[src/rtl/valid_ready_fifo_level.sv]
`default_nettype none
// ============================================================================
// Module   : valid_ready_fifo_level
// Brief    : Valid/ready circular FIFO of arbitrary depth with occupancy count,
//            almost-full/almost-empty flags, synchronous flush and drop counter.
// Revision : 1.0 - initial release
// ============================================================================
module valid_ready_fifo_level #(
    parameter int WIDTH    = 8,
    parameter int DEPTH    = 10,
    parameter int AF_LEVEL = DEPTH - 2,
    parameter int AE_LEVEL = 2,
    parameter int CNT_W    = $clog2(DEPTH + 1)
) (
    input  logic             clk,
    input  logic             rst,
    input  logic             flush,
    input  logic             up_valid,
    output logic             up_ready,
    input  logic [WIDTH-1:0] up_data,
    output logic             down_valid,
    input  logic             down_ready,
    output logic [WIDTH-1:0] down_data,
    output logic [CNT_W-1:0] count,
    output logic             almost_full,
    output logic             almost_empty,
    output logic [15:0]      drop_cnt
);

    localparam int PTR_W = (DEPTH > 2) ? $clog2(DEPTH) : 1;
    localparam logic [PTR_W-1:0] c_ptr_last  = PTR_W'(DEPTH - 1);
    localparam logic [CNT_W-1:0] c_cnt_full  = CNT_W'(DEPTH);
    localparam logic [CNT_W-1:0] c_af_level  = CNT_W'(AF_LEVEL);
    localparam logic [CNT_W-1:0] c_ae_level  = CNT_W'(AE_LEVEL);
    localparam logic [15:0]      c_drop_max  = 16'hFFFF;

    // Elaboration-time parameter legality checks
    if (DEPTH < 2 || DEPTH > 1024) begin : g_bad_depth
        $error("valid_ready_fifo_level: DEPTH must be in 2..1024");
    end
    if (AF_LEVEL > DEPTH || AF_LEVEL < 0) begin : g_bad_af
        $error("valid_ready_fifo_level: AF_LEVEL must be in 0..DEPTH");
    end
    if (AE_LEVEL >= DEPTH || AE_LEVEL < 0) begin : g_bad_ae
        $error("valid_ready_fifo_level: AE_LEVEL must be in 0..DEPTH-1");
    end
    if (CNT_W != $clog2(DEPTH + 1)) begin : g_bad_cnt_w
        $error("valid_ready_fifo_level: CNT_W is derived and must not be overridden");
    end

    logic [WIDTH-1:0] r_mem [DEPTH];
    logic [PTR_W-1:0] r_wr_ptr;
    logic [PTR_W-1:0] r_rd_ptr;
    logic [CNT_W-1:0] r_count;
    logic [15:0]      r_drop_cnt;

    logic             w_push;
    logic             w_pop;
    logic             w_drop;
    logic [PTR_W-1:0] w_wr_ptr_nxt;
    logic [PTR_W-1:0] w_rd_ptr_nxt;

    // Handshake depends only on registered count, never on the peer's strobe
    assign up_ready   = (r_count != c_cnt_full);
    assign down_valid = (r_count != '0);

    assign w_push = up_valid & up_ready;
    assign w_pop  = down_valid & down_ready;
    assign w_drop = up_valid & ~up_ready;

    assign w_wr_ptr_nxt = (r_wr_ptr == c_ptr_last) ? '0 : r_wr_ptr + 1'b1;
    assign w_rd_ptr_nxt = (r_rd_ptr == c_ptr_last) ? '0 : r_rd_ptr + 1'b1;

    assign down_data    = r_mem[r_rd_ptr];
    assign count        = r_count;
    assign almost_full  = (r_count >= c_af_level);
    assign almost_empty = (r_count <= c_ae_level);
    assign drop_cnt     = r_drop_cnt;

    // Storage is never reset; writes only on an accepted, non-flushed push
    always_ff @(posedge clk) begin
        if (!rst && !flush && w_push) begin
            r_mem[r_wr_ptr] <= up_data;
        end
    end

    always_ff @(posedge clk) begin
        if (rst) begin
            r_wr_ptr <= '0;
            r_rd_ptr <= '0;
            r_count  <= '0;
        end else if (flush) begin
            r_wr_ptr <= '0;
            r_rd_ptr <= '0;
            r_count  <= '0;
        end else begin
            if (w_push) begin
                r_wr_ptr <= w_wr_ptr_nxt;
            end
            if (w_pop) begin
                r_rd_ptr <= w_rd_ptr_nxt;
            end
            if (w_push && !w_pop) begin
                r_count <= r_count + 1'b1;
            end else if (w_pop && !w_push) begin
                r_count <= r_count - 1'b1;
            end
        end
    end

    // Refused pushes are counted even during a flush cycle
    always_ff @(posedge clk) begin
        if (rst) begin
            r_drop_cnt <= '0;
        end else if (w_drop && r_drop_cnt != c_drop_max) begin
            r_drop_cnt <= r_drop_cnt + 16'd1;
        end
    end

endmodule
`default_nettype wire

[config.mk]
export PLATFORM = sky130hd
export DESIGN_NAME = valid_ready_fifo_level
export DESIGN_NICKNAME = d
export VERILOG_FILES = /design/src/rtl/valid_ready_fifo_level.sv
export SDC_FILE = /design/constraint.sdc
export NUM_CORES = 1
export LEC_CHECK = 0
export ABC_AREA = 1
export CORE_MARGIN = 5
export CORE_UTILIZATION = 44
export CTS_BUF_LIST = sky130_fd_sc_hd__clkbuf_4
export DETAILED_ROUTE_END_ITERATION = 12
export PLACE_DENSITY = 0.66
export SLEW_MARGIN = 20
export SYNTH_ARGS = -nofsm -noshare
export SYNTH_HDL_FRONTEND = slang
export SYNTH_SLANG_ARGS = --single-unit
[constraint.sdc]
create_clock -name clk -period 7.1 [get_ports clk]
set_input_delay 2.13 -clock clk [delete_from_list [all_inputs] [get_ports clk]]
set_output_delay 2.13 -clock clk [all_outputs]
set_load 0.01 [all_outputs]
==> flow_metrics.env <==
export IMPL_internal_power_mw=0.8654
export IMPL_min_period_over_period_pct=65.64
export IMPL_die_height_microns=116.9
export IMPL_worst_supply_voltage_drop_on_vdd_v=0.0001156
export IMPL_pin_count=45
export IMPL_unrepaired_setup_endpoints_after_global_routing="false"
export IMPL_endpoint_arrival_time_on_the_critical_path_ns=2.53
export IMPL_route_detailed_vias_per_inst=5.139
export IMPL_wl_met3_microns=439
export IMPL_area_of_the_core_sq_um=11320
export IMPL_hp_class="register to register"
export IMPL_setup_worst_path_start_class="register"
export IMPL_met2RoutedLength_microns=5168
export IMPL_yosys_cell_types_count=33
export IMPL_power_frac_clock_pct=28.7
export IMPL_wl_per_cell_microns=15.25
export IMPL_leakage_nw=1.936
export IMPL_grt_pass1_wl_microns=17640
export IMPL_cts_setup_buffers=0
export IMPL_synthesis_area_per_instance_sq_um=9.913
export IMPL_die_area_sq_um=13660
export IMPL_placement_rows=39
export IMPL_htree_levels=3
export IMPL_grt_antenna_before_repair=0
export IMPL_slew_violations=0
export IMPL_switchingPower_mw=0.2757
export IMPL_routed_wirelength_microns=10570
export IMPL_hold_ws_ns=0.5314
export IMPL_fin_nets=563
export IMPL_clkSinkCount=112
export IMPL_antenna_left=0
export IMPL_finish_stage_setup_viols=0
export IMPL_tritoncts_clock_tree="done"
export IMPL_globalplace_congestion=0.8407
export IMPL_cts_buffers=9
export IMPL_cts_buffer_depth=2
export IMPL_cts_hold_buf=0
export IMPL_post_route_drc_count=0
export IMPL_clk_pin_slew_worst_paths_ns=0.16
export IMPL_netlist_area_sq_um=5026
export IMPL_start_util_pct=44.40
export IMPL_ys_warnings_count=0
export IMPL_flow_area_growth_from_synthesis_pct=14.56
export IMPL_clkLatencyLatePin_ns=0.46
export IMPL_worstSetupPathType="register to output port"
export IMPL_drt_first_pass_iters=5
export IMPL_clock_fmax_mhz=214.6
export IMPL_post_cts_resized=0
export IMPL_power_combinational_fraction_pct=8.9
export IMPL_cts_root_buffer_cell="sky130_fd_sc_hd__clkbuf_4"
export IMPL_globalRoute_totalOverflow=0
export IMPL_netSwitchingFraction_pct=24.16
export IMPL_portBuffers=44
export IMPL_cellPowerDensity_nw_per_um2=198.2
export IMPL_dp_cells=677
export IMPL_timing_worst_slew_pin_value_ns=0.7885
export IMPL_critPathMaxFanout=72
export IMPL_worst_setup_path_end_kind="output port"
export IMPL_layoutNonFillerInstCount=693
export IMPL_groute_usage_overall_pct=16.50
export IMPL_register_area_share_after_synthesis_pct=60.54
export IMPL_drt_met1_wl_microns=4684
export IMPL_via_count=3561
export IMPL_cp_required_ns=4.97
export IMPL_finalHoldViolCount=0
export IMPL_mappedNetlistNets=525
export IMPL_drive_above_1_share_pct=8.909
export IMPL_dr_first_iter_drc_count=359
export IMPL_dp_final_hpwl_microns=7479
export IMPL_antenna_cells_inserted=0
export IMPL_final_core_utilization_pct=50.86
export IMPL_grt_pass1_vias=3677
export IMPL_chipWidth_microns=116.9
export IMPL_slew_headroom_pct=47.24
export IMPL_outcome="completed"
export IMPL_n_fill_cell=1064
export IMPL_finClkSkew_ns=0.01832
export IMPL_netlist_instances=507
export IMPL_seq_power_share_pct=62.4
export IMPL_route_top_layer_used="met4"
export IMPL_cap_viol_max_count=0
export IMPL_final_setup_tns_ns=0
export IMPL_grt_start_max_net_pins=73
export IMPL_post_synthesis_sequential_element_count=112
export IMPL_fin_crit_ns=4.660
==> final timing paths <==
kind	from	end	slack [ns]	depth (start not counted)
worst min register to register	r_rd_ptr[1]	r_rd_ptr[1]	0.53	2
worst min-delay path	r_rd_ptr[1]	r_rd_ptr[1]	0.53	2
worst max-delay path	register	down_data[7]	2.44	6
worst max register to register	count[3]	count[3]	4.74	13
==> kinds of logic after synthesis <==
family	share of synthesized area, %
xor+xnor	0.6972
fa+ha+maj	1.394
simple gates	20.06
compound gates	9.634
mux	1.593
buf+inv	6.074
flops	60.54
==> cell type report <==
class                   count  area (sq um)  area share [%]
inverters                  58         217.7           3.781
flip-flops and latches    112          3045           52.89
well taps                 143         178.9           3.107
clock buffers              10         75.07           1.304
multi-input cells         319          1718           29.83
clock inverters             6         75.07           1.304
repair buffers             45         447.9           7.779
==> power groups by stage <==
stage	combinational (mW)	clock [mW]	sequential, mW
3_3_place_gp	0.0997	0	0.726
3_5_place_dp	0.102	0	0.727
4_1_cts	0.102	0.338	0.712
6_report	0.101	0.328	0.712
5_1_grt	0.114	0.364	0.714
2_1_floorplan	0.0587	0	0.725
==> registers in the layout (all words and copies together) (netlist names), named ones only <==
register,flops
count,4
drop_cnt,16
r_mem,80
r_rd_ptr,4
r_wr_ptr,4
==> critical path: stages (launching register included) <==
cell                              delay (ns)
sky130_fd_sc_hd__dfxtp_2                0.34
sky130_fd_sc_hd__buf_4                  0.53
sky130_fd_sc_hd__o21ai_0                0.28
sky130_fd_sc_hd__nand3_1                0.13
sky130_fd_sc_hd__nand3_1                0.07
sky130_fd_sc_hd__o21ai_0                0.13
sky130_fd_sc_hd__clkdlybuf4s50_1        0.59
==> placed cells by master, fill, tap and decap left out, types with 2 or more instances in the layout <==
| cell | instances |
|---|---|
| sky130_fd_sc_hd__xnor2_1 | 2 |
| sky130_fd_sc_hd__nand2_2 | 7 |
| sky130_fd_sc_hd__nor2_4 | 6 |
| sky130_fd_sc_hd__inv_2 | 2 |
| sky130_fd_sc_hd__nor3_2 | 6 |
| sky130_fd_sc_hd__xor2_1 | 2 |
| sky130_fd_sc_hd__nor2_1 | 52 |
| sky130_fd_sc_hd__o21ai_0 | 34 |
| sky130_fd_sc_hd__edfxtp_1 | 80 |
| sky130_fd_sc_hd__dfxtp_2 | 2 |
| sky130_fd_sc_hd__inv_1 | 56 |
| sky130_fd_sc_hd__nand2_1 | 85 |
| sky130_fd_sc_hd__ha_1 | 4 |
| sky130_fd_sc_hd__mux2i_1 | 8 |
| sky130_fd_sc_hd__dfxtp_1 | 30 |
| sky130_fd_sc_hd__a21oi_1 | 35 |
| sky130_fd_sc_hd__inv_6 | 2 |
| sky130_fd_sc_hd__clkdlybuf4s50_1 | 44 |
| sky130_fd_sc_hd__clkbuf_4 | 10 |
| sky130_fd_sc_hd__nand4_1 | 5 |
| sky130_fd_sc_hd__nand3_1 | 45 |
| sky130_fd_sc_hd__nor2_2 | 2 |
| sky130_fd_sc_hd__o211ai_1 | 16 |
==> per-stage QoR <==
stage               instance area [sq um]  worst slack [ns]  power (mW)
floorplan                            5026             3.199      0.7841
global placement                     5573             2.615      0.8259
detailed placement                   5578             2.496      0.8281
CTS                                  5728             2.233       1.153
global route                         5758             2.179       1.191
finish                               5758             2.440       1.141
==> Yosys cell counts <==
cell type	number	area, sq um
sky130_fd_sc_hd__buf_4	1	7.510
sky130_fd_sc_hd__o21bai_4	1	18.77
sky130_fd_sc_hd__nor2_1	52	195.2
sky130_fd_sc_hd__edfxtp_1	80	2402
sky130_fd_sc_hd__ha_1	4	50.05
sky130_fd_sc_hd__inv_2	2	7.510
sky130_fd_sc_hd__xor2_1	2	17.52
sky130_fd_sc_hd__nor4_1	1	6.260
sky130_fd_sc_hd__nand3_1	45	225.2
sky130_fd_sc_hd__buf_2	7	35.03
sky130_fd_sc_hd__or2_2	1	6.260
sky130_fd_sc_hd__inv_1	56	210.2
sky130_fd_sc_hd__a21oi_1	35	175.2
sky130_fd_sc_hd__nand2_4	1	11.26
sky130_fd_sc_hd__dfxtp_1	32	640.6
sky130_fd_sc_hd__nor3b_2	1	12.51
sky130_fd_sc_hd__nand3_4	1	17.52
sky130_fd_sc_hd__clkbuf_1	9	33.78
sky130_fd_sc_hd__mux2i_1	8	80.08
sky130_fd_sc_hd__buf_6	1	11.26
sky130_fd_sc_hd__nor3_2	1	10.01
sky130_fd_sc_hd__nand4_1	5	31.28
sky130_fd_sc_hd__nand4_2	1	12.51
sky130_fd_sc_hd__o21ai_0	34	170.2
sky130_fd_sc_hd__xnor2_1	2	17.52
sky130_fd_sc_hd__nor3_1	6	30.03
sky130_fd_sc_hd__nand3b_1	1	7.510
sky130_fd_sc_hd__o211ai_1	16	120.1
sky130_fd_sc_hd__nor2_2	2	12.51
sky130_fd_sc_hd__nand2_2	7	43.79
sky130_fd_sc_hd__nand2_1	85	319.1
sky130_fd_sc_hd__nor2_4	6	67.56
sky130_fd_sc_hd__fa_1	1	20.02
==> per-layer routing <==
metal / track usage [%] / vias up
li1: - / 1804
met1: 20.53 / 1659
met2: 28.18 / 77
met3: 3.907 / 21
met4: 5.810 / 0
met5: 0 / -
Power figures use the tool's default switching activity.
